==> config.mk <==
export PLATFORM = sky130hd
export DESIGN_NAME = powlib_sfifo
export DESIGN_NICKNAME = d
export VERILOG_FILES = /design/src/rtl/powlib_sfifo.sv
export SDC_FILE = /design/constraint.sdc
export NUM_CORES = 1
export LEC_CHECK = 0
export ABC_AREA = 1
export CORE_MARGIN = 5
export CORE_UTILIZATION = 55
export CTS_CLUSTER_SIZE = 14
export DETAILED_ROUTE_END_ITERATION = 8
export GPL_ROUTABILITY_DRIVEN = 0
export PLACE_DENSITY = 0.88
export SYNTH_ARGS = -nofsm -noshare
export SYNTH_HDL_FRONTEND = slang
export SYNTH_SLANG_ARGS = --single-unit
==> constraint.sdc <==
create_clock -name clk -period 3.24 [get_ports clk]
set_input_delay 0.324 -clock clk [delete_from_list [all_inputs] [get_ports clk]]
set_output_delay 0.324 -clock clk [all_outputs]
set_load 0.03 [all_outputs]
==> src/rtl/powlib_sfifo.sv <==
// ---------------------------------------------------------------------------
// powlib_sfifo
//   Single-clock show-ahead FIFO with registered flow-control flags.
//
//   Parameters
//     W    data width in bits
//     D    depth in words (power of two, >= 2)
//     AFT  almost-full threshold in words (1..D)
//     CW   count width, $clog2(D)+1 (derived, not overridable)
//
//   Ports
//     clk     clock, all state changes on the rising edge
//     rst     asynchronous active-low reset
//     wrdata  write data
//     wrvld   write data valid
//     wrrdy   FIFO can accept a write (count < D)
//     rddata  head-of-FIFO word (valid while rdvld=1)
//     rdvld   FIFO holds at least one word
//     rdrdy   consumer accepts rddata
//     count   number of stored words, 0..D
//     af      almost full, registered (count >= AFT)
// ---------------------------------------------------------------------------
module powlib_sfifo #(
  parameter  int unsigned W   = 16,
  parameter  int unsigned D   = 8,
  parameter  int unsigned AFT = 6,
  localparam int unsigned CW  = $clog2(D) + 1
) (
  input  logic          clk,
  input  logic          rst,
  input  logic [W-1:0]  wrdata,
  input  logic          wrvld,
  output logic          wrrdy,
  output logic [W-1:0]  rddata,
  output logic          rdvld,
  input  logic          rdrdy,
  output logic [CW-1:0] count,
  output logic          af
);

  localparam int unsigned   AW      = $clog2(D);
  localparam logic [CW-1:0] C_DEPTH = CW'(D);
  localparam logic [CW-1:0] C_AFT   = CW'(AFT);
  localparam logic [CW-1:0] C_ONE   = CW'(1);
  localparam logic [AW-1:0] C_PINC  = AW'(1);

  logic [W-1:0]  r_mem [D];
  logic [AW-1:0] r_wptr;
  logic [AW-1:0] r_rptr;
  logic [CW-1:0] r_count;
  logic          r_af;

  logic          w_wrrdy;
  logic          w_rdvld;
  logic          w_wr;
  logic          w_rd;
  logic [CW-1:0] w_count_nxt;

  // Flags decode only registered count, so there is no combinational
  // path from wrvld/rdrdy to either handshake output.  When full, wrrdy
  // is low regardless of a concurrent read.
  assign w_wrrdy = (r_count < C_DEPTH);
  assign w_rdvld = (r_count != '0);

  assign w_wr = wrvld & w_wrrdy;
  assign w_rd = rdrdy & w_rdvld;

  always_comb begin
    w_count_nxt = r_count;
    if (w_wr && !w_rd) begin
      w_count_nxt = r_count + C_ONE;
    end else if (w_rd && !w_wr) begin
      w_count_nxt = r_count - C_ONE;
    end
  end

  // Pointers, count and af are reset; D is a power of two so the
  // pointers wrap naturally at D-1 -> 0.
  always_ff @(posedge clk or negedge rst) begin
    if (!rst) begin
      r_wptr  <= '0;
      r_rptr  <= '0;
      r_count <= '0;
      r_af    <= 1'b0;
    end else begin
      if (w_wr) begin
        r_wptr <= r_wptr + C_PINC;
      end
      if (w_rd) begin
        r_rptr <= r_rptr + C_PINC;
      end
      r_count <= w_count_nxt;
      r_af    <= (w_count_nxt >= C_AFT);
    end
  end

  // Storage is deliberately not reset.
  always_ff @(posedge clk) begin
    if (w_wr) begin
      r_mem[r_wptr] <= wrdata;
    end
  end

  assign wrrdy  = w_wrrdy;
  assign rdvld  = w_rdvld;
  assign rddata = r_mem[r_rptr];
  assign count  = r_count;
  assign af     = r_af;

endmodule
[Word-level counts from Yosys, hierarchy flattened]
Memories as Yosys holds them, arrays and structs flattened.
Index checks and enable logic that the tools add are counted.
Word-level totals
  logic and storage cells: 22
  register bits: 11
  bits in writable memories: 128
  input port bits: 20
  output and inout port bits: 23
  memories kept: 1
Cells by class
  order comparisons: 2
  multiplexer cells: 4
  reduce and logical (&&, ||, !) cells: 5
  $add $sub $neg: 4
  bitwise gates (word level): 2
Memory list
  r_mem: depth 8, width 16, rd ports 1, clocked after memory_dff 0, wr ports 1, line 47  | logic [W-1:0] r_mem [D];
Operators by type and width (count)
  two-way mux 4 bit: 2
  adder 3 x 1 -> 3 bit (second input constant): 2
  adder 4 x 1 -> 4 bit (second input constant): 1
  greater-or-equal comparator 4 x 3 -> 1 bit (second input constant): 1
  less-than comparator 4 bit (second input constant): 1
  nonzero test 4 bit: 1
  subtractor 4 x 1 -> 4 bit (second input constant): 1
  AND 1 bit: 2
  logical AND 1 bit: 2
  logical NOT 1 bit: 2
  two-way mux 1 bit: 2

[Depth between registers and ports, before layout]
  word-level depth: 7
  depth in mapped cells: 10
  gate-level depth less buffers: 10

[Least setup slack after synthesis]
OpenSTA, ideal clock, no wires.
  path type: reg-to-reg
  start: reg r_count[3] (netlist: count[3])
  end: mem r_mem[4][0] (enable)
  cell stages (with the launch flop): 5
  arrival time: 1.856 ns
  data required time: 2.852 ns
  slack: 0.996 ns
  buffers on the path: 0
  clock period less this slack: 2.244 ns
  setup time: 0.388 ns
  path through: dfrtp_1 > inv_2 > nand2_2 > or2_2 > nor2_1
On the way
  word-level cells in the longest chain between the ends: 4
RTL lines
  start, declared: line 50  | logic [CW-1:0] r_count;
  start signal, assigned: line 92  | r_count <= w_count_nxt;
  less-than comparator 4 bit: line 62  | assign w_wrrdy = (r_count < C_DEPTH);
  via wrrdy: line 33  | output logic wrrdy,
  AND 1 bit: line 65  | assign w_wr = wrvld & w_wrrdy;
  two-way mux 1 bit: line 99  | if (w_wr) begin
  two-way mux 1 bit (implied by the code): line 100  | r_mem[r_wptr] <= wrdata;
  end, declared: line 47
The timed path passes the listed nets, and every way through them passes these cells.

[Worst setup path in the final report]
  start: reg r_rptr[0]
  end: out rddata[5]
On the way
  word-level cells in the longest chain between the ends: 1
RTL lines
  start, declared: line 49  | logic [AW-1:0] r_rptr;
  start signal, assigned: line 90  | r_rptr <= r_rptr + C_PINC;
  memory read (8 x 16 bit)
  end, declared: line 34  | output logic [W-1:0] rddata,
No other way between the ends.

==> flow_summary.toml <==
[timing]
slew_headroom = 0.536
rsz0062_at_grt = "no"
finalCritPeriodShare = 0.913
tightest_slew_ns = 0.692
finalMaxSlewViolations = 0
skew_ns = 0.0138
min_period_ns = 2.96
setup_violations = 0
hold_viol_final = 0
fmax_mhz = 338
tns_ns = 0

[global_routing]
antenna_found_initial = 0
grt_pass1_vias = 3681
gr-usage-met1 = 0.239
grtUsageMet3 = 0.0579
grt_max_degree = 66
use_met2 = 0.337
grt_usage = 0.200
busiest_layer = "met2"
gr-total-overflow = 0
grt_pass1_wl_mm = 19.1

[placement]
place_area_sq_um = 6200
dp_hpwl_mm = 6.58
portBuffers = 42

[critical_path]
cp.arrival_ns = 2.63
critical_path_class = "flip-flop to primary output"
start_kind = "flip-flop"
worstSetupEndpointType = "primary output"
crit_top_cell = "nand2_1"
cp.required_ns = 2.92
cp_max_fo = 33
crit_chain = "inv_2 > nor2_1 > o22ai_1 > nand2_1 > nand2_1 > clkdlybuf4s50_1"
crit_slowest_cell = "clkdlybuf4s50_1"
cp_slowest_stage_delay_ns = 0.66

[final_layout]
drive_gt1_frac = 0.127
fin_area_sq_um = 6730
fin_nets = 484
regArea_sq_um = 4120
num-fill-cells = 657
multiInputGateArea_sq_um = 1320
area_delta_synth_final_pct = 19.6
insertedDiodeCount = 0

[clock_network]
cts_hold_buf = 0
cts_tree = "built"
clkTransAtPathRegs_ns = 0.07
cts_setup_buffers = 0
cts.sinks = 139
worstSkewPairLatency_ns = 0.52
cts-buffers-inserted = 17
clk_path_buf_depth = 2
cts_resized = 0
htreeDepth = 4
cts_root_buf = "clkbuf_8"

[logic_synthesis]
ys_types = 26
postSynthAreaPerCell_sq_um = 13.9
synth_seq_area_share = 0.732
synthFlopType = "edfxtp_1"
synthCells = 405
ys_top_cells_by_area = "edfxtp_1 (68%), mux2i_1 (5.7%), dfrtp_1 (4.9%)"
synth_seq_cells = 139
syn_area_sq_um = 5630
yosys_warnings = 0
ys_async_sr_fraction = 0.0791
syn-num-nets = 429
yosys.area.top_type = "edfxtp_1"
synth_top_area_frac = 0.683
synth-edff-count = 128

[detailed_routing]
vias_per_cell = 5.77
first_iter_violations = 307
drc = 0
ant_nets = 0
detail_route.wl_per_cell_um = 19.6
dr_total_vias = 3516
firstDrtPassIters = 5
wl_mm = 11.9

[power_and_ir_drop]
total_power_w = 0.00664
peakVddDrop_mv = 0.696
p_per_area_nw_per_um2 = 987
leakagePower_nw = 2.46

[floorplan]
start_util = 0.555
dieWidth_um = 111
core_sq_um = 10100
fp.dieArea_sq_um = 12400
pin_count = 43
die_height_um = 111
rows = 37

[run_status]
outcome = "finished, final reports clean"

[flow_run]
maxCapViolCount = 0

[worst_hold_path]
hp-class = "primary input to async pin"
[worst max-delay path: cells and delay by family (launching register included)]
kind / cells / cell delay, ns
buffers and inverters: 2 / 1.14
flip-flops: 1 / 0.43
AND/OR/NAND/NOR: 3 / 0.30
AO/OA/AOI/OAI: 1 / 0.23
[where the power goes]
group	total, W	switching (W)	leakage [nW]	internal (W)
Clock	0.00171	0.000758	0.247	0.000954
Sequential	0.00231	0.000110	1.29	0.00220
Combinational	0.00261	0.00167	0.930	0.000949
[logic make-up after synthesis]
logic type                 Yosys count  synth area share
adders and majority gates            4           0.00890
xor gates and xnor gates             4           0.00623
buffers and inverters               32            0.0327
AOI/OAI and AO/OA                   67            0.0674
DFF                                139             0.732
muxes                               33            0.0589
and+or+nand+nor                    126            0.0936
[final cells by class]
| cell class | instances | share of cell area |
|---|---|---|
| flip-flops and latches | 139 | 0.613 |
| clock inverters | 14 | 0.0167 |
| repair buffers | 56 | 0.0800 |
| well taps | 136 | 0.0253 |
| multi-input cells | 234 | 0.197 |
| inverters | 12 | 0.00670 |
| clock buffers | 18 | 0.0621 |
[state kept, by name (all words and copies together), names as in the netlist]
signal,cells
r_wptr,3
r_mem,128
r_rptr,3
count,4
af,1
[stage by stage]
step / worst slack, ns / instances / utilization / hold WS (ns)
after floorplan: 0.996 / 405 / - / 0.0284
after global placement: 0.940 / 577 / 0.611 / 0.508
after detailed placement: 0.862 / 577 / 0.611 / 0.531
after CTS: 0.233 / 609 / 0.663 / 0.143
after global routing: 0.141 / 609 / 0.663 / 0.169
final: 0.283 / 609 / 0.663 / 0.141
[final timing paths]
check | from | endpoint | slack, ns | depth (start not counted)
max | r_rptr[0] | rddata[5] | 0.28 | 6
min | rst | count[0] | 0.14 | 1
max reg2reg | count[3] | r_mem[4][14] | 1.52 | 5
min reg2reg | r_wptr[0] | r_wptr[0] | 0.55 | 2
max in group asynchronous | rst | r_rptr[0] | 2.73 | 1
min in group clk | wrvld | r_wptr[0] | 0.54 | 4
[placed cells by master (no fill, tap or decap)]
cell type        synthesis  layout
dfrtp_2                  0       1
clkinv_1                 1       2
clkinv_4                 0       3
xor2_1                   4       4
inv_6                    0       6
or2_2                    1       1
nand2_1                 66      66
nand3_2                  1       1
clkbuf_16                0      16
o21ai_1                  1       1
inv_1                    8       8
o22ai_1                 32      32
mux2_2                   1       1
mux2i_1                 32      32
o21ai_0                 33      33
edfxtp_1               128     128
o21ai_2                  1       1
clkinvlp_4               0       4
nand3_1                  6       6
buf_4                    3      13
clkbuf_1                 5       1
nand4_1                  1       1
ha_1                     4       4
inv_2                    3       3
nand2_4                  3       3
dfrtp_1                 11      10
nor2_2                   2       2
clkdlybuf4s50_1          0      42
nor2_1                  43      43
clkbuf_8                 0       1
nand2_2                  3       3
buf_12                   0       1
[synthesized netlist by cell type (2+ instances only)]
cell      instances
xor2_1            4
nor2_1           43
nand2_2           3
o22ai_1          32
dfrtp_1          11
inv_2             3
nand2_1          66
buf_2             6
ha_1              4
nand3_1           6
mux2i_1          32
edfxtp_1        128
clkbuf_1          5
buf_6             6
buf_4             3
nand2_4           3
o21ai_0          33
inv_1             8
nor2_2            2
[per-layer routing]
layer	part of all wire	up-vias
li1	-	1595
met1	0.39	1710
met2	0.52	185
met3	0.071	26
met4	0.022	0
met5	0	-
Power figures use the tool's default switching activity.
